File: src/rtl/ui_io_master.sv
// Bus initiator for the UI controller: decodes load/store requests, drives the UI port, polls KEY/SW.
// Latency: response 2 cycles after handshake; req_ready low during ACC/RSP; responses cannot be stalled.
module ui_io_master #(
  parameter int               DBITS      = 32,
  parameter logic [DBITS-1:0] HEX_ADDR   = 32'hF000_0000,
  parameter logic [DBITS-1:0] LEDR_ADDR  = 32'hF000_0004,
  parameter logic [DBITS-1:0] KEY_ADDR   = 32'hF000_0010,
  parameter logic [DBITS-1:0] KCTRL_ADDR = 32'hF000_0110,
  parameter logic [DBITS-1:0] SW_ADDR    = 32'hF000_0014,
  parameter logic [DBITS-1:0] SCTRL_ADDR = 32'hF000_0114
) (
  input  logic             clk,
  input  logic             reset,
  input  logic             req_valid,
  output logic             req_ready,
  input  logic             req_we,
  input  logic [DBITS-1:0] req_addr,
  input  logic [DBITS-1:0] req_wdata,
  output logic             rsp_valid,
  output logic [DBITS-1:0] rsp_rdata,
  output logic             rsp_err,
  output logic [1:0]       ui_device,
  output logic             ui_wrtEn,
  output logic [DBITS-1:0] ui_in,
  input  logic [DBITS-1:0] ui_out,
  output logic             irq
);

  localparam logic [1:0] UI_KEY  = 2'd0;
  localparam logic [1:0] UI_SW   = 2'd1;
  localparam logic [1:0] UI_LEDR = 2'd2;
  localparam logic [1:0] UI_HEX  = 2'd3;

  typedef enum logic [1:0] {POLL, ACC, RSP} state_t;

  state_t           state;
  logic             poll_sel;  // 0: KEY is sampled this POLL cycle, 1: SW
  logic             a_we;
  logic [DBITS-1:0] a_addr;
  logic [3:0]       kval;
  logic [9:0]       sval;
  logic             kprimed, sprimed;
  logic             kready, kovr, kie;
  logic             sready, sovr, sie;

  // Control registers and stores to read-only data registers leave the UI port parked on KEY.
  function automatic logic [1:0] acc_dev(input logic we, input logic [DBITS-1:0] a);
    if (a == HEX_ADDR)            return UI_HEX;
    else if (a == LEDR_ADDR)      return UI_LEDR;
    else if (a == SW_ADDR && !we) return UI_SW;
    else                          return UI_KEY;
  endfunction

  function automatic logic [DBITS-1:0] ctrl_word(input logic rdy, input logic ovr, input logic ie);
    logic [DBITS-1:0] w;
    w    = '0;
    w[0] = rdy;
    w[2] = ovr;
    w[4] = ie;
    return w;
  endfunction

  assign req_ready = (state == POLL);
  assign irq       = (kready & kie) | (sready & sie);

  always_ff @(posedge clk) begin
    if (!reset) begin
      state     <= POLL;
      poll_sel  <= 1'b0;
      a_we      <= 1'b0;
      a_addr    <= '0;
      kval      <= '0;
      sval      <= '0;
      kprimed   <= 1'b0;
      sprimed   <= 1'b0;
      kready    <= 1'b0;
      kovr      <= 1'b0;
      kie       <= 1'b0;
      sready    <= 1'b0;
      sovr      <= 1'b0;
      sie       <= 1'b0;
      rsp_valid <= 1'b0;
      rsp_rdata <= '0;
      rsp_err   <= 1'b0;
      ui_device <= UI_KEY;
      ui_wrtEn  <= 1'b0;
      ui_in     <= '0;
    end else begin
      case (state)
        POLL: begin
          if (!poll_sel) begin
            if (!kprimed) begin
              kval    <= ui_out[3:0];
              kprimed <= 1'b1;
            end else if (ui_out[3:0] != kval) begin
              kval   <= ui_out[3:0];
              kready <= 1'b1;
              if (kready) kovr <= 1'b1;
            end
          end else begin
            if (!sprimed) begin
              sval    <= ui_out[9:0];
              sprimed <= 1'b1;
            end else if (ui_out[9:0] != sval) begin
              sval   <= ui_out[9:0];
              sready <= 1'b1;
              if (sready) sovr <= 1'b1;
            end
          end
          poll_sel <= ~poll_sel;
          if (req_valid) begin
            state     <= ACC;
            a_we      <= req_we;
            a_addr    <= req_addr;
            ui_in     <= req_wdata;
            ui_device <= acc_dev(req_we, req_addr);
            ui_wrtEn  <= req_we && (req_addr == HEX_ADDR || req_addr == LEDR_ADDR);
          end else begin
            ui_device <= poll_sel ? UI_KEY : UI_SW;
          end
        end
        ACC: begin
          state     <= RSP;
          ui_wrtEn  <= 1'b0;
          ui_device <= poll_sel ? UI_SW : UI_KEY;
          rsp_valid <= 1'b1;
          rsp_err   <= 1'b0;
          rsp_rdata <= '0;
          // Sampling happens only in POLL, so a clearing store here never races a detection.
          case (a_addr)
            HEX_ADDR, LEDR_ADDR: if (!a_we) rsp_rdata <= ui_out;
            KEY_ADDR: begin
              if (a_we) rsp_err <= 1'b1;
              else begin
                rsp_rdata <= ui_out;
                kready    <= 1'b0;
              end
            end
            SW_ADDR: begin
              if (a_we) rsp_err <= 1'b1;
              else begin
                rsp_rdata <= ui_out;
                sready    <= 1'b0;
              end
            end
            KCTRL_ADDR: begin
              if (a_we) begin
                kready <= kready & ui_in[0];
                kovr   <= kovr & ui_in[2];
                kie    <= ui_in[4];
              end else rsp_rdata <= ctrl_word(kready, kovr, kie);
            end
            SCTRL_ADDR: begin
              if (a_we) begin
                sready <= sready & ui_in[0];
                sovr   <= sovr & ui_in[2];
                sie    <= ui_in[4];
              end else rsp_rdata <= ctrl_word(sready, sovr, sie);
            end
            default: rsp_err <= 1'b1;
          endcase
        end
        RSP: begin
          state     <= POLL;
          rsp_valid <= 1'b0;
          ui_device <= poll_sel ? UI_SW : UI_KEY;
        end
        default: state <= POLL;
      endcase
    end
  end

endmodule
File: config.mk
export PLATFORM = sky130hd
export DESIGN_NAME = ui_io_master
export DESIGN_NICKNAME = d
export VERILOG_FILES = /design/src/rtl/ui_io_master.sv
export SDC_FILE = /design/constraint.sdc
export NUM_CORES = 1
export LEC_CHECK = 0
export ABC_CLOCK_PERIOD_IN_PS = 6100
export BUFFER_PORTS_ARGS = -buffer_cell sky130_fd_sc_hd__buf_4
export CAP_MARGIN = 20
export CORE_MARGIN = 3
export CORE_UTILIZATION = 50
export DETAILED_ROUTE_END_ITERATION = 8
export GPL_TIMING_DRIVEN = 0
export PLACE_DENSITY = 0.89
export SLEW_MARGIN = 30
export SYNTH_ARGS = -nofsm -noshare
export SYNTH_HDL_FRONTEND = slang
export SYNTH_SLANG_ARGS = --single-unit
File: constraint.sdc
create_clock -name clk -period 6.1 [get_ports clk]
set_clock_uncertainty 0.2 [all_clocks]
set_input_delay 0.305 -clock clk [delete_from_list [all_inputs] [get_ports clk]]
set_output_delay 0.305 -clock clk [all_outputs]
set_load 0.01 [all_outputs]
# Word-level counts from Yosys, hierarchy flattened
# Cells that the tools add are included.
dict set report totals {
  regBits 127
  latchBits 0
  mem_bits_rw 0
  rom_bits 0
  in_bits 100
  out_inout_bits 71
  word_cells 134
  n_memories 0
}
dict set report classes {
  n_addsub 0
  mul 0
  div_mod_pow 0
  magnitude_cmp 0
  eq_ne 33
  n_shift 0
  mux 49
  bitwise 8
  n_reduce_logical 24
}
# op count
set ops {}
lappend ops {{== test 32 bit (second input constant)} 9}
lappend ops {{one-hot mux 32 bit (3 select lines)} 1}
lappend ops {{2-to-1 mux 32 bit} 1}
lappend ops {{AND reduction 7 bit} 4}
lappend ops {{2-to-1 mux 1 bit} 26}
lappend ops {{2-to-1 mux 10 bit} 2}
lappend ops {{!= test 2 x 1 -> 1 bit (second input constant)} 10}
lappend ops {{one-hot mux 1 bit (2 select lines)} 9}
lappend ops {{!= test 3 bit (second input constant)} 4}
lappend ops {{AND reduction 3 bit} 4}
lappend ops {{2-to-1 mux 5 bit} 2}
lappend ops {{!= test 10 bit} 1}
lappend ops {{2-to-1 mux 2 bit} 4}
lappend ops {{2-to-1 mux 4 bit} 2}
lappend ops {{!= test 2 bit (second input constant)} 4}
lappend ops {{one-hot mux 2 bit (2 select lines)} 2}
lappend ops {{AND reduction 2 bit} 4}
lappend ops {{OR reduction 4 bit} 2}
lappend ops {{AND 1 bit} 6}
lappend ops {{nonzero test 2 bit} 3}
lappend ops {{!= test 4 bit} 1}
lappend ops {{OR reduction 2 bit} 2}
lappend ops {{!= test 3 x 1 -> 1 bit (second input constant)} 1}
lappend ops {{!= test 3 x 2 -> 1 bit (second input constant)} 1}
lappend ops {{8 further kinds} 9}

# Logic depth before layout (Yosys ltp)
dict set report logic_depth {
  word_depth 7
  depth_mapped 8
  mapped_depth_nobuf 7
}

# Least setup slack after synthesis
# Ideal clock, no wire load.
dict set report synth_path {
  kind {reg-to-reg}
  from {reg state[0]}
  to {reg a_addr[8]}
  setup_time_ns 0.076
  arrival_time_ns 1.721
  required_time_ns 5.824
  slack_ns 4.104
  stages_incl_launch_ff 9
  n_path_buf 3
  period_less_slack_ns 1.996
  cell_sequence {dfxtp_1 > inv_1 > ha_1 > buf_2 > nand2_1 > clkbuf_1 > clkbuf_1 > nand2_1 > a21boi_0}
}
dict set report synth_between {
  elab_chain_cells 2
}
# element line
set synth_rtl {}
lappend synth_rtl {{start: declaration} 36} ;# state_t state;
lappend synth_rtl {{start signal: assignment} 68} ;# state <= POLL;
lappend synth_rtl {{start signal: assignment} 112} ;# state <= ACC;
lappend synth_rtl {{start signal: assignment} 123} ;# state <= RSP;
lappend synth_rtl {{logical NOT 2 bit} -}
lappend synth_rtl {{via req_ready} 15} ;# output logic req_ready,
lappend synth_rtl {{AND reduction 2 bit (no line)} -}
lappend synth_rtl {{end signal: assignment} 114} ;# a_addr <= req_addr;
lappend synth_rtl {{end: declaration} 39} ;# logic [DBITS-1:0] a_addr;
# The timed path passes the listed nets, and every way through them passes these cells.
# A chain may end at the register's enable or synchronous reset.

# Final worst setup path
dict set report layout_path {
  from {reg state[0]}
  to {reg a_addr[7]}
}
dict set report layout_between {
  elab_chain_cells 2
}
# element line
set layout_rtl {}
lappend layout_rtl {{logical NOT 2 bit} 89} ;# case (state)
lappend layout_rtl {{AND reduction 2 bit (no line)} -}
# No other way between the ends.

==> summary.txt <==
status -> complete, no violations
CTS root buf -> clkbuf_8
Critical Path AT -> 2950 ps
max cap viols -> 0
CTS tree -> done
Worst Setup End Kind -> flop
worst hold margin -> 265.8 ps
YS warnings -> 0
chip height -> 111.1 µm
Core Box Area -> 10510 µm²
global-route wire length before repair -> 32.44 mm
Layout Area Growth over Synthesis -> 54.56%
worst endpoint required time -> 6310 ps
Setup TNS -> 0 ps
total grt overflow -> 0
nets -> 1020
die area -> 12340 µm²
port bufs -> 169
Skew-Pair Late Insertion Delay -> 530 ps
Final Setup Violations -> 0
P_leak -> 3.497 nW
DRT iter0 DRCs -> 649
row cnt -> 37
VDD IR-drop max -> 0.0002024 V
Avg Inst Size Synth -> 8.776 µm²
largest net degree at the start of global routing -> 17
Total Routed Length -> 20.72 mm
Cell Pwr Density -> 271.3 nW/µm²
Residual DRC -> 0
placer's final routability congestion estimate -> 0.8975
actual slew at the worst max-slew pin -> 614.7 ps
final count of hold timing violations -> 0
post-cts gate resize count -> 0
vias in the first global route -> 6448
1st-pass router iterations -> 6
Hold Crit Class -> flop to flop
post-synth cell types -> 53
Tcrit/Tclk final -> 44.86%
CTS sink count -> 127
initial antenna violation count -> 2
Max clock buf depth -> 2
H-tree depth -> 4
#FFs+latches synth -> 127
area of the mapped netlist -> 5520 µm²
starting density of the core -> 52.53%
drt wl/cell -> 19.43 µm
CP Launch Type -> flop
GR Util All Layers -> 32.73%
ratio of cells with drive above 1 in the final layout -> 25.57%
Final Max Slew Viols -> 0
Gate Count Post-Synth -> 629
crit path kind -> flop to flop
via count -> 6173
register area share after synthesis -> 46.06%
Post-CTS Setup Bufs -> 0
Die Wd -> 111.1 µm
clock slew at reported path FFs -> 60 ps
commonest register cell after synthesis -> dfxtp_1
hpwl dp -> 11.69 mm
Max FO, Critical Path -> 10
TritonCTS buffer count -> 17
Slew headroom -> 58.64%
number of enable-type register cells in the synthesized netlist -> 0
syn_nets -> 734
RSZ-0062 raised after global routing -> no
IO Pins -> 171
Final ANT Viol Nets -> 0
fin crit period -> 2736 ps
asr flop ratio synth -> 0%
FMAX -> 0.3655 GHz
vias per inst -> 5.791
==> timing repair <==
action                     in CTS  in global routing
hold buffers                   98                  0
setup endpoints to repair       0                  0
hold endpoints to repair      111                  0
==> placed cells by master, fill, tap and decap left out, types with 7 or more instances in the layout <==
cell,instances
a22oi_1,20
nand3_1,17
nor2b_2,9
nor2_1,12
clkbuf_16,16
nor4_1,13
o21ai_0,20
clkbuf_1,30
a22oi_2,10
nand2_1,152
mux2i_1,12
xor2_1,14
buf_4,170
buf_2,7
dlygate4sd3_1,98
nor2b_1,37
dfxtp_1,127
a21boi_0,68
nand4_1,7
==> worst max-delay path, stage by stage (launching register included) <==
cell	delay [ps]
dfxtp_1	430
inv_1	90
ha_1	260
buf_2	220
nand2_1	120
clkbuf_1	480
clkbuf_1	400
nand2_1	110
a21boi_0	310
==> metal layers <==
metal | routed length, µm | global-route usage [%] | vias to the layer above
li1 | - | - | 2742
met1 | 7222 | 35.42 | 2854
met2 | 10270 | 57.81 | 437
met3 | 1788 | 6.441 | 140
met4 | 1430 | 21.49 | 0
met5 | 0 | 0 | -
==> registers in the layout (all words and copies together) (netlist names) <==
register / flops
kval: 4
a_we: 1
poll_sel: 1
sval: 10
ui_device: 2
ui_wrtEn: 1
kovr: 1
kie: 1
ui_in: 32
sie: 1
rsp_rdata: 32
rsp_err: 1
rsp_valid: 1
sprimed: 1
state: 2
sready: 1
sovr: 1
kprimed: 1
kready: 1
a_addr: 32
==> area by class of cell <==
class / count / area [µm²]
antenna: 3 / 7.507
buffer: 45 / 190.2
clock buffer: 19 / 441.7
clock inverter: 12 / 142.6
fill: 567 / 1977
inverter: 7 / 26.28
multi-input combinational: 450 / 2761
sequential: 127 / 2542
tap: 136 / 170.2
timing repair buffer: 267 / 2250
==> metrics by stage <==
step	cells	cell area, µm²	util [%]	power [mW]	setup slack, ps
floorplan	629	5520	-	1.095	4104
global placement	934	6959	66.22	1.219	3764
detailed placement	934	6959	66.22	1.235	3620
CTS	1063	8524	81.12	2.278	3599
global route	1065	8529	81.16	2.387	3230
finish	1066	8532	81.19	2.315	3364
==> power breakdown <==
part | switching (mW) | internal [mW] | total, mW | leakage, nW
registers | 0.0413 | 0.879 | 0.921 | 1.04
logic | 0.199 | 0.183 | 0.382 | 2.17
clock network | 0.376 | 0.637 | 1.01 | 0.285
==> final timing paths <==
path / from / endpoint / slack, ps / cells past startpoint
min reg2reg: ui_in[19] / ui_in[19] / 270 / 2
max reg2reg: state[0] / a_addr[7] / 3360 / 8
max: state[0] / a_addr[7] / 3360 / 8
min: ui_in[19] / ui_in[19] / 270 / 2
==> synthesized netlist by cell type (5+ instances only) <==
| library cell | number | area share (%) |
|---|---|---|
| nand2_1 | 152 | 10 |
| dfxtp_1 | 127 | 46 |
| a21boi_0 | 68 | 9.2 |
| nor2b_1 | 37 | 4.2 |
| clkbuf_1 | 30 | 2.0 |
| a22oi_1 | 20 | 2.7 |
| o21ai_0 | 20 | 1.8 |
| nand3_1 | 17 | 1.5 |
| xor2_1 | 14 | 2.2 |
| nor4_1 | 13 | 1.5 |
| mux2i_1 | 12 | 2.2 |
| nor2_1 | 12 | 0.82 |
| a22oi_2 | 10 | 2.3 |
| nor2b_2 | 9 | 1.4 |
| buf_2 | 7 | 0.63 |
| nand4_1 | 7 | 0.79 |
| inv_1 | 6 | 0.41 |
| a21oi_1 | 5 | 0.45 |
| buf_1 | 5 | 0.34 |
| ha_1 | 5 | 1.1 |
==> logic make-up (layout without fill, tap and decap cells) <==
group           after synthesis  after routing  share of synthesized area, %
simple gates                277            277                         25.11
buf+inv                      52            350                         3.921
xor+xnor                     14             14                         2.221
other cells                   0              3                             0
compound gates              140            140                         18.97
flops                       127            127                         46.06
mux                          14             14                         2.584
fa+ha+maj                     5              5                         1.133
Note: power is estimated with default switching activity, not from simulation.
